### src/rtl/pc_sequencer.sv
// pc_sequencer: multi-cycle fetch/decode/execute controller that drives the
// program-counter select code (PS) and operand (PC_IN). It handles the
// instruction-memory handshake, resolves LEGv8-style branches against the ALU
// flags and stalls on multi-cycle datapath operations.
module pc_sequencer #(
   parameter int WAIT_LIMIT = 16,
   parameter int OFFSET_W   = 32
) (
   input  logic                clock,
   input  logic                reset,
   output logic                imem_req,
   input  logic                imem_ack,
   input  logic [31:0]         instr,
   input  logic [3:0]          status,
   input  logic                reg_zero,
   input  logic [31:0]         reg_data,
   input  logic                exec_done,
   output logic                exec_en,
   output logic [31:0]         ir,
   output logic [1:0]          PS,
   output logic [OFFSET_W-1:0] PC_IN,
   output logic                halted,
   output logic                fault
);

   localparam int          CNT_W     = (WAIT_LIMIT > 1) ? $clog2(WAIT_LIMIT) : 1;
   localparam logic [CNT_W-1:0] CNT_LAST = CNT_W'(WAIT_LIMIT - 1);
   localparam logic [31:0] HALT_WORD = 32'hFFFF_FFFF;

   localparam logic [1:0]  PS_HOLD = 2'b00;
   localparam logic [1:0]  PS_INC  = 2'b01;
   localparam logic [1:0]  PS_LOAD = 2'b10;
   localparam logic [1:0]  PS_ADD  = 2'b11;

   typedef enum logic [2:0] {
      S_FETCH, S_DECODE, S_EXEC, S_UPDATE, S_HALT, S_FAULT
   } state_t;

   typedef enum logic [2:0] {
      K_ALU, K_B, K_BCOND, K_CBZ, K_CBNZ, K_BR
   } kind_t;

   state_t           state;
   kind_t            kind;
   logic [CNT_W-1:0] wait_cnt;

   // Instruction class of a (non-HALT) word.
   function automatic kind_t classify(input logic [31:0] word);
      kind_t k;
      k = K_ALU;
      if (word[31:26] == 6'b000101)          k = K_B;
      else if (word[31:24] == 8'b01010100)   k = K_BCOND;
      else if (word[31:24] == 8'b10110100)   k = K_CBZ;
      else if (word[31:24] == 8'b10110101)   k = K_CBNZ;
      else if (word[31:21] == 11'b11010110000) k = K_BR;
      return k;
   endfunction

   // B.cond condition evaluation; flags are {N, Z, C, V}.
   function automatic logic cond_met(input logic [3:0] cond, input logic [3:0] flags);
      logic n, z, c, v, r;
      n = flags[3];
      z = flags[2];
      c = flags[1];
      v = flags[0];
      case (cond)
         4'h0:    r = z;
         4'h1:    r = !z;
         4'h2:    r = c;
         4'h3:    r = !c;
         4'h4:    r = n;
         4'h5:    r = !n;
         4'h6:    r = v;
         4'h7:    r = !v;
         4'h8:    r = c & !z;
         4'h9:    r = !c | z;
         4'hA:    r = (n == v);
         4'hB:    r = (n != v);
         4'hC:    r = !z & (n == v);
         4'hD:    r = z | (n != v);
         default: r = 1'b1;
      endcase
      return r;
   endfunction

   // Taken decision for a branch class.
   function automatic logic branch_taken(input kind_t k, input logic [31:0] word,
                                         input logic [3:0] flags, input logic rz);
      logic t;
      case (k)
         K_B:     t = 1'b1;
         K_BR:    t = 1'b1;
         K_CBZ:   t = rz;
         K_CBNZ:  t = !rz;
         K_BCOND: t = cond_met(word[3:0], flags);
         default: t = 1'b0;
      endcase
      return t;
   endfunction

   // Word offset of a relative branch, sign-extended to the PC operand width.
   function automatic logic [OFFSET_W-1:0] branch_offset(input kind_t k, input logic [31:0] word);
      logic signed [25:0] off_b;
      logic signed [18:0] off_c;
      logic [OFFSET_W-1:0] r;
      off_b = word[25:0];
      off_c = word[23:5];
      if (k == K_B) r = OFFSET_W'(off_b);
      else          r = OFFSET_W'(off_c);
      return r;
   endfunction

   // Sequencer FSM with all outputs registered alongside the state.
   always_ff @(posedge clock) begin
      if (!reset) begin
         state    <= S_FETCH;
         kind     <= K_ALU;
         wait_cnt <= '0;
         PS       <= PS_HOLD;
         PC_IN    <= '0;
         ir       <= '0;
         imem_req <= 1'b0;
         exec_en  <= 1'b0;
         halted   <= 1'b0;
         fault    <= 1'b0;
      end else begin
         case (state)
            S_FETCH: begin
               // First cycle out of reset only raises the request; an ack
               // counts once the request is visible to memory.
               if (!imem_req) begin
                  imem_req <= 1'b1;
               end else if (imem_ack) begin
                  ir       <= instr;
                  wait_cnt <= '0;
                  imem_req <= 1'b0;
                  state    <= S_DECODE;
               end else if (wait_cnt == CNT_LAST) begin
                  imem_req <= 1'b0;
                  fault    <= 1'b1;
                  state    <= S_FAULT;
               end else begin
                  wait_cnt <= wait_cnt + 1'b1;
               end
            end
            S_DECODE: begin
               if (ir == HALT_WORD) begin
                  halted <= 1'b1;
                  state  <= S_HALT;
               end else begin
                  kind    <= classify(ir);
                  exec_en <= (classify(ir) == K_ALU);
                  state   <= S_EXEC;
               end
            end
            S_EXEC: begin
               if (kind == K_ALU) begin
                  if (exec_done) begin
                     exec_en <= 1'b0;
                     PS      <= PS_INC;
                     PC_IN   <= '0;
                     state   <= S_UPDATE;
                  end
               end else begin
                  // Branches resolve in a single cycle on this cycle's flags.
                  if (!branch_taken(kind, ir, status, reg_zero)) begin
                     PS    <= PS_INC;
                     PC_IN <= '0;
                  end else if (kind == K_BR) begin
                     PS    <= PS_LOAD;
                     PC_IN <= OFFSET_W'(reg_data);
                  end else begin
                     PS    <= PS_ADD;
                     PC_IN <= branch_offset(kind, ir);
                  end
                  state <= S_UPDATE;
               end
            end
            S_UPDATE: begin
               PS       <= PS_HOLD;
               PC_IN    <= '0;
               imem_req <= 1'b1;
               wait_cnt <= '0;
               state    <= S_FETCH;
            end
            S_HALT: begin
               state <= S_HALT;
            end
            S_FAULT: begin
               state <= S_FAULT;
            end
            default: begin
               state <= S_FETCH;
            end
         endcase
      end
   end

endmodule

### config.mk
export PLATFORM = sky130hd
export DESIGN_NAME = pc_sequencer
export DESIGN_NICKNAME = d
export VERILOG_FILES = /design/src/rtl/pc_sequencer.sv
export SDC_FILE = /design/constraint.sdc
export NUM_CORES = 1
export LEC_CHECK = 0
export CAP_MARGIN = 30
export CORE_UTILIZATION = 35
export CTS_CLUSTER_DIAMETER = 150
export DETAILED_ROUTE_END_ITERATION = 7
export HOLD_SLACK_MARGIN = 0.02
export PLACE_DENSITY_LB_ADDON = 0.05
export SLEW_MARGIN = 20
export SYNTH_ARGS = -nofsm -noshare
export SYNTH_HDL_FRONTEND = slang
export SYNTH_SLANG_ARGS = --single-unit
### constraint.sdc
create_clock -name clock -period 2.5 [get_ports clock]
set_input_delay 0.5 -clock clock [delete_from_list [all_inputs] [get_ports clock]]
set_output_delay 0.5 -clock clock [all_outputs]
set_load 0.03 [all_outputs]
# Word level (Yosys, flattened, before mapping)
# Cells that the tools add are included.
# classes
n_bitwise	6
n_mux	43
eq_ne	39
reduce_logical	21
addsub	1
# op_table
op	count
$mux W32	5
$pmux W32 S2	1
$mux W3	14
$eq A32 B32 Y1 const B	1
$eq A4 B4 Y1 const B	7
$eq A4 B3 Y1 const B	4
$eq A8 B8 Y1 const B	2
$pmux W3 S5	1
$pmux W1 S14	1
$eq A3 B2 Y1 const B	4
$eq A3 B3 Y1 const B	4
$mux W4	3
$eq A11 B11 Y1 const B	1
$mux W1	10
$logic_not A3 Y1	3
$ne A3 B3 Y1 const B	3
$reduce_and A3 Y1	3
$eq A4 B2 Y1 const B	2
$eq A8 B7 Y1 const B	1
$ne A2 B2 Y1 const B	4
$pmux W4 S2	1
$reduce_and A4 Y1	2
$eq A3 B1 Y1 const B	2
$eq A6 B3 Y1 const B	1
16 further kinds	30
# word_totals
reg_bits	80
elab_cells	120
output_inout_bits	70
input_bits	73

# Depth between registers and ports, before layout
# logic_depth
depth_word	12
ltp_mapped	8
mapped_depth_nobuf	6

# Least setup slack after synthesis
# No wires, ideal clock.
# synth_path
kind	register to register
startpoint	reg ir[2]
endpoint	reg PC_IN[21]
path_stages_with_launch	8
period_less_slack_ns	2.202
path_slack_ns	0.298
t_arrival_ns	2.101
n_path_buf	2
setup_time_ns	0.101
required_time_ns	2.399
cell_sequence	dfxtp_1 buf_2 nand2_2 or4_1 a311oi_2 nor4_2 buf_4 o41ai_1
# synth_between
elab_chain_cells	9
elab_cells_between_ends	22
classes_between	13 x eq/ne; 8 x mux; 1 x reduce/logical
# synth_lines
element	line_no	source
from (decl)	19	output logic [31:0] ir,
from (signal assigned)	134	ir <= instr;
$eq A4 B4 Y1 (tied with other cells)	66	case (cond)
$pmux W1 S14 *	66	
$pmux W1 S4 *	90	case (k)
$mux W1 *	157	if (kind == K_ALU) begin
$mux W1 *	127	case (state)
$mux W1 *	115	if (!reset) begin
$mux W32 *	166	if (!branch_taken(kind, ir, status, reg_zero)) begin
$mux W32 *	157	
$pmux W32 S2 *	127	
to (signal assigned)	171	PC_IN <= OFFSET_W'(reg_data);
to (signal assigned)	174	PC_IN <= branch_offset(kind, ir);
to (decl)	21	output logic [OFFSET_W-1:0] PC_IN,
# Every way passes the cells marked *; elsewhere a longest branch is shown, timed or not. The select of a mux whose other input is x is not followed.
# A chain may end at the register's enable or synchronous reset.

# Worst setup path after layout
# layout_path
startpoint	in status[3]
endpoint	reg PC_IN[20]
# layout_between
elab_chain_cells	10
elab_cells_between_ends	13
classes_between	2 x eq/ne; 8 x mux; 2 x bitwise; 1 x reduce/logical
# layout_lines
element	line_no	source
from (decl)	14	input logic [3:0] status,
$ne A1 B1 Y1 or $eq A1 B1 Y1 (tied branches)	n/a	
$or A1 B1 Y1 or $and A1 B1 Y1 (tied branches)	80, 79	
$pmux W1 S14 *	66	
$pmux W1 S4 *	90	
$mux W1 *	157	
$mux W1 *	127	
$mux W1 *	115	
$mux W32 *	166	
$mux W32 *	157	
$pmux W32 S2 *	127	
# Marked as above.

==> impl_results.md <==
* Slew Limit Headroom at 0.5502
* CTS clk-pin slew, worst paths at 0.09 ns
* Global Route Usage Sum at 0.2177
* Post-synth EDFFs at 0
* Worst hold margin at 0.4565 ns
* Vias in the first global route at 3834
* Core area at 0.01084 mm^2
* Drt first-iter violations at 144
* Detail Route Antenna Nets at 0
* Num rows at 38
* Via-to-Cell Ratio at ~5.2
* Port bufs at roughly 140
* Synthesized Nets at roughly 570
* Layout cells sized above 1 at 0.06625
* Vias at 4037
* Synthesis warning total at 0
* CP max stage cell: clkdlybuf4s50_1
* Seq. cell area at approximately 0.0016 mm^2
* Pwr Density at approximately 550 mW/mm^2
* Main combinational cell family by area after synthesis: simple AND/OR/NAND/NOR gates
* Worst Hold Class: reg -> reg
* WP data arrival at around 2.5 ns
* Diodes inserted at 0
* Synthesized area at between 0.003 and 0.004 mm^2
* Max Root-Sink Buffers at 2
* First-pass GRT wire length at between 15000 and 20000 um
* Commonest non-fill, non-tap cells in the layout: clkdlybuf4s50_1 (142), nand2_1 (108), dfxtp_1 (79)
* Nets at 703
* CP required at 2.75 ns
* Cell Count, Final, Fillers Out at between 700 and 800
* Post-CTS Setup Bufs at 0
* Outcome: completed
* Antenna violations before repair at 0
* Post-Synth Simple-Gate Area at 0.2421
* Hold Path Depth at 2
* Endpoint of the worst-slack reg-to-reg timing path: PC_IN[20]$_SDFFE_PN0P_
* Die Ht at roughly 110 um
* Post-route cell area at 0.005694 mm^2
* Pins Over Slew Limit at 0
* Register bit total from synthesis at 80
* P&R area growth vs syn at 45.96%
* TritonRoute pass-1 iters at 6
* Static Leak at 1.926 nW
* Final period util at 0.9116
* Total power at 3.157 mW
* Count of cell types in the netlist at 54
* Max Cap Violations at 0
* Most used flip-flop cell after synthesis: dfxtp_1
* CP max stage delay at roughly 0.43 ns
* Slew @ Worst Pin at between 0.6 and 0.7 ns
* Total global routing overflow at 0
* RSZ-0062 raised after global routing: no
* Pre-CTS setup slack at -0.1114 ns
* DRC at 0
* Final Core Density at 0.5253
* Post-DP Area at between 0.005 and 0.006 mm^2
* Post_cts resized at 0
* Fmax at roughly 440 MHz
* Area contributors post-synth: dfxtp_1 (41%), nand2_1 (10%), a21oi_1 (7.2%), mux2i_1 (5.6%), o31ai_1 (5.2%)
* CTS Buf Count at 9
* Synth async-reset ratio at 0
* Starting Density at 0.3599
* Hold path endpoint: PC_IN[8]$_SDFFE_PN0P_
* Root Driver: clkbuf_8
* Cells after Synth at 498
* Synthesized area per cell at between 7 and 8 um^2
* Final setup TNS at 0 ns
* Dpl cells at 758
* Fill cell count at about 1100
* Clock tree from TritonCTS: done
* Final Setup Violations at 0
* Worst R2R Start: ir[0]$_SDFFE_PN0P_
* Die W at ~110 um
* Gpl congestion at about 0.83
* Seq/Total Area, Yosys at 0.4105
* Startpoint types: input port
* CP Cell Sequence: clkdlybuf4s50_1, xor2_1, or4_1, a311oi_2, nor4_4, buf_12, o41ai_1
* Commonest non-fill, non-tap cell in the layout: clkdlybuf4s50_1
* Setup CP Type: in -> reg
* Final hold violation count at 0
* Final clock skew at between 0.01 and 0.015 ns
* Cts-stage hold buffer count at 0
* Complex-gate fraction of the synthesized area at 0.2242
* Synth Area in XOR/XNOR at 0.01347
* Hold path startpoint: PC_IN[8]$_SDFFE_PN0P_
* Wire per inst at between 15 and 20 um
* HPWL Detailed at between 8000 and 9000 um
* Max VDD drop at around 0.32 mV
* I/O pin count at between 100 and 150
* Post-Synth Adder-Cell Area at 0.003207
* Crit path time final at 2.279 ns
* Area fraction of the dominant cell type after synthesis at 0.4105
* Crit path max fanout at 33
* CTS sink count at 80
* WL final at around 13000 um
* R2r setup slk at 0.36 ns
* Worst-skew pair later-pin latency at between 0.3 and 0.4 ns
* Largest net degree at the start of global routing at 37
* Area of the multi-input gates at between 0.002 and 0.0025 mm^2
* Die area at 0.01157 mm^2
* Worst Setup End Kind: flop
* H-tree Lvls at 3
* Mux contribution to synthesized area at 0.05645
* Area leader, netlist: dfxtp_1
* Final worst slack at about 0.22 ns
* Worst Reg-to-Reg Cells at 5
-- power breakdown --
part / switching (mW) / internal (mW)
Combinational: 0.441 / 0.362
Sequential: 0.105 / 1.34
Clock: 0.493 / 0.420
Total: 1.04 / 2.12
-- worst max-delay path by stage --
stage / startpoint / endpoint / depth (start not counted)
floorplan: ir[2]$_SDFFE_PN0P_ / PC_IN[21]$_SDFFE_PN0P_ / 7
global placement: status[3] / PC_IN[24]$_SDFFE_PN0P_ / 7
detailed placement: status[3] / PC_IN[19]$_SDFFE_PN0P_ / 7
CTS: ir[0]$_SDFFE_PN0P_ / ir[0] / 1
global route: ir[0]$_SDFFE_PN0P_ / ir[0] / 1
finish: status[3] / PC_IN[20]$_SDFFE_PN0P_ / 7
-- Yosys cell counts, types with 3 or more instances --
cell      instances
o211a_1           4
o41ai_1           6
and3_1            5
nand2b_1          3
nor2_1           37
inv_1             8
o31ai_1          27
xnor2_1           3
nand2_1         108
clkbuf_1         30
dfxtp_1          80
nand4_1           6
xor2_1            3
a21oi_1          56
o21ai_0          14
nor3b_1           4
a22oi_1           3
buf_2             5
nor2b_1          11
nor3_1           11
a211oi_1          5
nand3_1           4
mux2i_1          22
-- sequential cells by signal, indices dropped and copies added, names as in the netlist --
signal	cells
halted	1
fault	1
imem_req	1
kind	3
ir	32
exec_en	1
PC_IN	32
state	3
PS	2
wait_cnt	4
-- cell families (layout without fill, tap and decap cells) --
kind of cell | Yosys count | in the layout
adder cells (fa/ha/maj) | 1 | 1
XOR/XNOR | 6 | 6
flip-flops | 80 | 80
buffers and inverters | 48 | 184
multiplexers | 22 | 22
AND/OR/NAND/NOR | 206 | 206
AO/OA/AOI/OAI | 135 | 135
-- layer usage --
layer / vias up / track usage / share of wire
li1: 2022 / - / -
met1: 1892 / 0.2995 / 0.48
met2: 111 / 0.3471 / 0.46
met3: 12 / 0.03814 / 0.053
met4: 0 / 0.06262 / 0.012
met5: - / 0 / 0
-- final cells by class --
cell class	count	share of cell area
well taps	140	0.03076
clock inverters	5	0.007031
inverters	8	0.005274
repair buffers	160	0.2777
clock buffers	11	0.02659
multi-input cells	370	0.3711
flip-flops and latches	80	0.2815
-- critical path: cells and delay by family --
family	cells	cell delay (ns)
buffers and inverters	2	0.61
AND/OR/NAND/NOR	2	0.52
AO/OA/AOI/OAI	2	0.69
XOR/XNOR	1	0.19
(Power assumes the default switching activity.)
